===== src/rtl/ffs_pkg.sv =====
// Shared definitions for the find-first-set pipeline.
//   FFS_LSB_FIRST / FFS_MSB_FIRST : search direction encodings
//   ffs_meta_t                    : per-stage payload at the default tag width
//   ffs_sel_upper()               : halving decision for one stage
package ffs_pkg;

    localparam logic FFS_LSB_FIRST = 1'b0;
    localparam logic FFS_MSB_FIRST = 1'b1;
    localparam int   FFS_TAG_W     = 4;

    typedef struct packed {
        logic                 valid;
        logic                 found;
        logic                 mode;
        logic [FFS_TAG_W-1:0] tag;
    } ffs_meta_t;

    // LSB-first keeps the low half unless it is empty; MSB-first takes the
    // high half whenever it holds anything.
    function automatic logic ffs_sel_upper(input logic mode, input logic lo_any,
                                           input logic hi_any);
        logic sel;
        sel = 1'b0;
        if (mode == FFS_LSB_FIRST) sel = ~lo_any;
        if (mode == FFS_MSB_FIRST) sel = hi_any;
        return sel;
    endfunction

endpackage


===== src/rtl/ffs_halve_stage.sv =====
// One registered halving step of the find-first-set walk.
//   clk, reset      : clock, synchronous active-high reset
//   adv             : pipeline advance enable (shared by all stages)
//   in_data/out_data: W-bit search window in, W/2-bit window out
//   in_index/out_index : partial index, one decision bit appended per stage
//   in_meta/out_meta   : {valid, found, mode, tag} payload
module ffs_halve_stage
    import ffs_pkg::*;
#(
    parameter int W       = 2,
    parameter int IW      = 1,
    parameter int TAG_W   = FFS_TAG_W,
    parameter bit RST_ALL = 1'b0   // clear the whole payload on reset (output stage)
) (
    input  logic             clk,
    input  logic             reset,
    input  logic             adv,
    input  logic [W-1:0]     in_data,
    input  logic [IW-1:0]    in_index,
    input  logic [TAG_W+2:0] in_meta,
    output logic [W/2-1:0]   out_data,
    output logic [IW-1:0]    out_index,
    output logic [TAG_W+2:0] out_meta
);

    typedef struct packed {
        logic             valid;
        logic             found;
        logic             mode;
        logic [TAG_W-1:0] tag;
    } meta_t;

    meta_t          m_in;
    meta_t          m_q;
    logic [W/2-1:0] lo;
    logic [W/2-1:0] hi;
    logic           sel_hi;

    assign m_in   = in_meta;
    assign lo     = in_data[W/2-1:0];
    assign hi     = in_data[W-1:W/2];
    assign sel_hi = ffs_sel_upper(m_in.mode, |lo, |hi);

    // The index is carried at full width; earlier stages simply have
    // leading zeros that shift out, which keeps every stage identical.
    always_ff @(posedge clk) begin
        if (reset) begin
            m_q.valid <= 1'b0;
            if (RST_ALL) begin
                m_q       <= '0;
                out_data  <= '0;
                out_index <= '0;
            end
        end else if (adv) begin
            m_q       <= m_in;
            out_data  <= sel_hi ? hi : lo;
            out_index <= (in_index << 1) | IW'(sel_hi);
        end
    end

    assign out_meta = m_q;

endmodule


===== src/rtl/ffs_pipe_param.sv =====
// Fully pipelined find-first-set engine with ready/valid on both sides.
//   clk, reset                  : clock, synchronous active-high reset
//   in_valid/in_ready           : request handshake
//   in_data, in_msb_first, in_tag : vector, direction (0 = lowest), sideband
//   out_valid/out_ready         : result handshake
//   out_index, out_found        : bit position, nonzero-input flag
//   out_mode, out_tag           : echoes of the request's mode and tag
// Stage 0 registers the request; IDX_W halving stages follow, the last one
// drives the outputs. The whole pipe moves or freezes together.
module ffs_pipe_param
    import ffs_pkg::*;
#(
    parameter int WIDTH = 1024,
    parameter int TAG_W = FFS_TAG_W
) (
    input  logic                     clk,
    input  logic                     reset,
    input  logic                     in_valid,
    output logic                     in_ready,
    input  logic [WIDTH-1:0]         in_data,
    input  logic                     in_msb_first,
    input  logic [TAG_W-1:0]         in_tag,
    output logic                     out_valid,
    input  logic                     out_ready,
    output logic [$clog2(WIDTH)-1:0] out_index,
    output logic                     out_found,
    output logic                     out_mode,
    output logic [TAG_W-1:0]         out_tag
);

    localparam int IDX_W = $clog2(WIDTH);

    typedef struct packed {
        logic             valid;
        logic             found;
        logic             mode;
        logic [TAG_W-1:0] tag;
    } meta_t;

    logic             adv;
    logic [WIDTH-1:0] s0_data;
    meta_t            s0_meta;
    logic             final_bit_unused;

    // Bubbles advance too, so a stall only depends on the output register.
    assign adv      = ~out_valid | out_ready;
    assign in_ready = adv;

    always_ff @(posedge clk) begin
        if (reset) begin
            s0_meta.valid <= 1'b0;
        end else if (adv) begin
            s0_meta.valid <= in_valid;
            if (in_valid) begin
                s0_data       <= in_data;
                s0_meta.found <= |in_data;
                s0_meta.mode  <= in_msb_first;
                s0_meta.tag   <= in_tag;
            end
        end
    end

    for (genvar i = 0; i <= IDX_W; i++) begin : g_st
        logic [(WIDTH>>i)-1:0] data;
        logic [IDX_W-1:0]      index;
        meta_t                 meta;

        if (i == 0) begin : g_in
            assign data  = s0_data;
            assign index = '0;
            assign meta  = s0_meta;
        end else begin : g_halve
            ffs_halve_stage #(
                .W       (WIDTH >> (i - 1)),
                .IW      (IDX_W),
                .TAG_W   (TAG_W),
                .RST_ALL (i == IDX_W)
            ) u_stage (
                .clk       (clk),
                .reset     (reset),
                .adv       (adv),
                .in_data   (g_st[i-1].data),
                .in_index  (g_st[i-1].index),
                .in_meta   (g_st[i-1].meta),
                .out_data  (data),
                .out_index (index),
                .out_meta  (meta)
            );
        end
    end

    // The last window is a single bit that merely restates "found".
    assign final_bit_unused = g_st[IDX_W].data[0];

    assign out_valid = g_st[IDX_W].meta.valid;
    assign out_found = g_st[IDX_W].meta.found;
    assign out_mode  = g_st[IDX_W].meta.mode;
    assign out_tag   = g_st[IDX_W].meta.tag;
    // An empty vector walks to an arbitrary leaf; report index 0 instead.
    assign out_index = g_st[IDX_W].meta.found ? g_st[IDX_W].index : '0;

endmodule


===== config.mk =====
export PLATFORM = sky130hd
export DESIGN_NAME = ffs_pipe_param
export DESIGN_NICKNAME = d
export VERILOG_FILES = /design/src/rtl/ffs_pkg.sv /design/src/rtl/ffs_halve_stage.sv /design/src/rtl/ffs_pipe_param.sv
export SDC_FILE = /design/constraint.sdc
export NUM_CORES = 2
export LEC_CHECK = 0
export CORE_UTILIZATION = 44
export DETAILED_ROUTE_END_ITERATION = 8
export DONT_BUFFER_PORTS = 1
export GPL_ROUTABILITY_DRIVEN = 0
export PLACE_DENSITY = 0.7
export SLEW_MARGIN = 20
export SYNTH_ARGS = -nofsm -noshare
export SYNTH_HDL_FRONTEND = slang
export SYNTH_SLANG_ARGS = --single-unit

===== constraint.sdc =====
create_clock -name clk -period 85.7 [get_ports clk]
set_clock_uncertainty 0.2 [all_clocks]
set_input_delay 12.855 -clock clk [delete_from_list [all_inputs] [get_ports clk]]
set_output_delay 12.855 -clock clk [all_outputs]
set_load 0.1 [all_outputs]

==> impl_metrics.tcl <==
set metrics [dict create \
    grt_max_degree 177 \
    ys_async_sr_fraction_pct 0 \
    finalCriticalPeriod_ns 26.96 \
    overflow 0 \
    rrSetupSlack_ns 78.03 \
    rsz0062_at_grt "no" \
    required_ns 72.65 \
    drc 0 \
    tightest_slew_ns 1.28 \
    cts_tree "built" \
    critPathSlowestCell "inv_2" \
    cellPowerDensity_mw_per_mm2 25.5 \
    fin_ws_ns 58.74 \
    maxSlewHeadroom_pct 14.2 \
    initial_utilization_pct 44.4 \
    ys_types 36 \
    p_leak_uw 0.0303 \
    insertion_delay_ns 0.87 \
    fp.dieW_um 443 \
    tns_ns 0 \
    crit_family "buffers and inverters" \
    instances_no_fill 7410 \
    die_h_um 443 \
    dr_total_vias 48200 \
    finalWirelength_um 297000 \
    hpwl_um 234000 \
    reg2reg_to "g_st[0].data[157]" \
    rows 161 \
    cts_resized 0 \
    core_mm2 0.193 \
    post_cts_buffers 0 \
    worstPathArrival_ns 13.90 \
    critPathKind "input pin to output port" \
    syn-num-nets 5498 \
    min_to "g_st[9].g_halve.u_stage.out_index[8]" \
    cts-htree-levels 4 \
    reg2reg_from "g_st[10].g_halve.u_stage.out_meta[6]" \
    ff2ff_path_depth 9 \
    layout-drive-gt1-share_pct 29.3 \
    status "completed" \
    synth_seq_cells 2178 \
    area.growth.synth_to_final_pct 11.9 \
    io-pin-count 1051 \
    ys_top_cells_by_area "edfxtp_1 75%, mux2_2 10%, nor4_1 5.8%" \
    avgRoutedWirePerCell_um 40.1 \
    grt_usage_pct 29.4 \
    max_stage_delay_ns 0.54 \
    cts.sinks 2178 \
    final_util_pct 49.7 \
    viasPerCell 6.51 \
    setup_viol 0 \
    ys_warn_count 0 \
    path_clk_slew_ns 0.06 \
    crit_buf_inv 1 \
    dieArea_mm2 0.196 \
    synthFlopType "edfxtp_1" \
    path_max_fanout 29 \
    ant_nets 0 \
    ys_seq_area_share_pct 76.1 \
    drv_slew 0 \
    syn_inst 4465 \
    syn_area_per_cell_um2 19.2 \
    synth-edff-count 2151 \
    nFillCells 15400 \
    worstPathCellList "nor2b_4, inv_2" \
    cts_buffer_depth 3 \
    cts_buffers 214 \
    maxCapViolations 0 \
    num-nets-final 5663 \
    place_inst 6939 \
    cp-start-kind "input pin" \
    synth.top_cell.area_share_pct 75.5 \
    fin_crit_sh_pct 31.5 \
    hold_viol_final 0 \
    drt-pass1-iter-count 8 \
    port_buffers 0 \
    worstHoldStart "g_st[8].g_halve.u_stage.out_index[7]" \
    ir_drop_mv 0.0246 \
    fmax_mhz 37.1 \
    min_path_type "register to register" \
    synth_area_mm2 0.0856 \
    critPathCaptureType "output port" \
    holdPathStages 0 \
    grt_pass1_wl_um 389000 \
    holdBufCountCts 0 \
    antenna_found_initial 52 \
    pre_cts_ws_ns 58.29 \
    root_buffer "clkbuf_16" \
    grt_pass1_vias 46500 \
    synth_top_area_cell "edfxtp_1" \
    drt_iter0_markers 8293 \
]
## Yosys cell counts (2+ instances only)
cell / number
mux2_1: 29
nand4_1: 192
nor3_1: 7
mux2_2: 789
a31oi_1: 5
buf_4: 2
dfxtp_1: 27
and2_1: 11
nor4b_1: 6
buf_2: 29
mux2_4: 200
and4_1: 2
or4_1: 6
inv_1: 6
nor4_1: 797
buf_6: 46
buf_12: 24
nand3_1: 5
a21oi_1: 31
clkbuf_1: 16
nand2b_1: 2
nor2_1: 14
edfxtp_1: 2151
o21ai_0: 3
nand2_1: 54
## flip-flops by register name, indices dropped and copies added (netlist names)
name	count
g_st.g_halve.u_stage.out_meta	70
g_st.meta	7
g_st.data	1024
g_st.g_halve.u_stage.out_data	1022
g_st.g_halve.u_stage.out_index	55
## routing by layer
layer | track usage (%) | up-vias | wire length (um)
met4 | 15.7 | 24 | 19000
met2 | 46.6 | 3795 | 138000
met3 | 9.33 | 808 | 35500
met5 | 0.195 | - | 308
li1 | - | 19300 | -
met1 | 36.0 | 24300 | 105000
## cell families (layout without fill, tap and decap cells)
family | after synthesis | in the layout | share of synthesized area (%)
and+or+nand+nor | 1098 | 1098 | 7.85
AOI/OAI and AO/OA | 45 | 45 | 0.287
muxes | 1018 | 1018 | 14.3
other | 0 | 67 | 0
DFF | 2178 | 2178 | 76.1
buffers and inverters | 126 | 478 | 1.48
## power breakdown
group,switching (uW),internal (uW)
Clock,411,553
Sequential,73.9,1270
Combinational,71.1,57.7
## layout make-up
cell class / count / area [um2] / share of cell area (%)
Tap cell: 2526 / 3160 / 3.30
Sequential cell: 2178 / 65100 / 68.0
Multi-Input combinational cell: 2161 / 19500 / 20.3
Clock buffer: 264 / 5610 / 5.86
Timing Repair Buffer: 68 / 579 / 0.605
Clock inverter: 139 / 1580 / 1.65
Inverter: 7 / 26.3 / 0.0274
Antenna cell: 67 / 168 / 0.175
## placed cells by master (no fill, tap or decap), types with 29 or more instances in the layout
| master | n |
|---|---|
| mux2_1 | 29 |
| buf_4 | 61 |
| clkbuf_16 | 216 |
| edfxtp_1 | 2151 |
| nand2_1 | 54 |
| mux2_4 | 200 |
| mux2_2 | 789 |
| clkinv_2 | 39 |
| diode_2 | 67 |
| clkbuf_1 | 45 |
| bufinv_16 | 29 |
| nor4_1 | 764 |
| clkinv_1 | 50 |
| nand4_1 | 192 |
| a21oi_1 | 30 |
| nor4_2 | 33 |
## how the worst max path moves through the flow
stage	startpoint	end	slack [ns]	depth (start not counted)
after floorplan	out_ready	g_st[0].data[0]	18.40	4
after global placement	out_ready	in_ready	58.33	2
after detailed placement	out_ready	in_ready	58.29	2
after CTS	out_ready	in_ready	58.29	2
after global routing	out_ready	in_ready	58.63	2
final	out_ready	in_ready	58.74	2
## per-stage QoR
step                      power (uW)  cell area [um2]  hold WS, ns
after global routing            2490            95700        0.220
final                           2440            95700        0.208
after detailed placement        1490            88300        0.205
after floorplan                 1450            85600        0.200
after global placement          1480            88300        0.201
after CTS                       2440            95500        0.212
No activity file was read; power rests on OpenSTA's default activity.
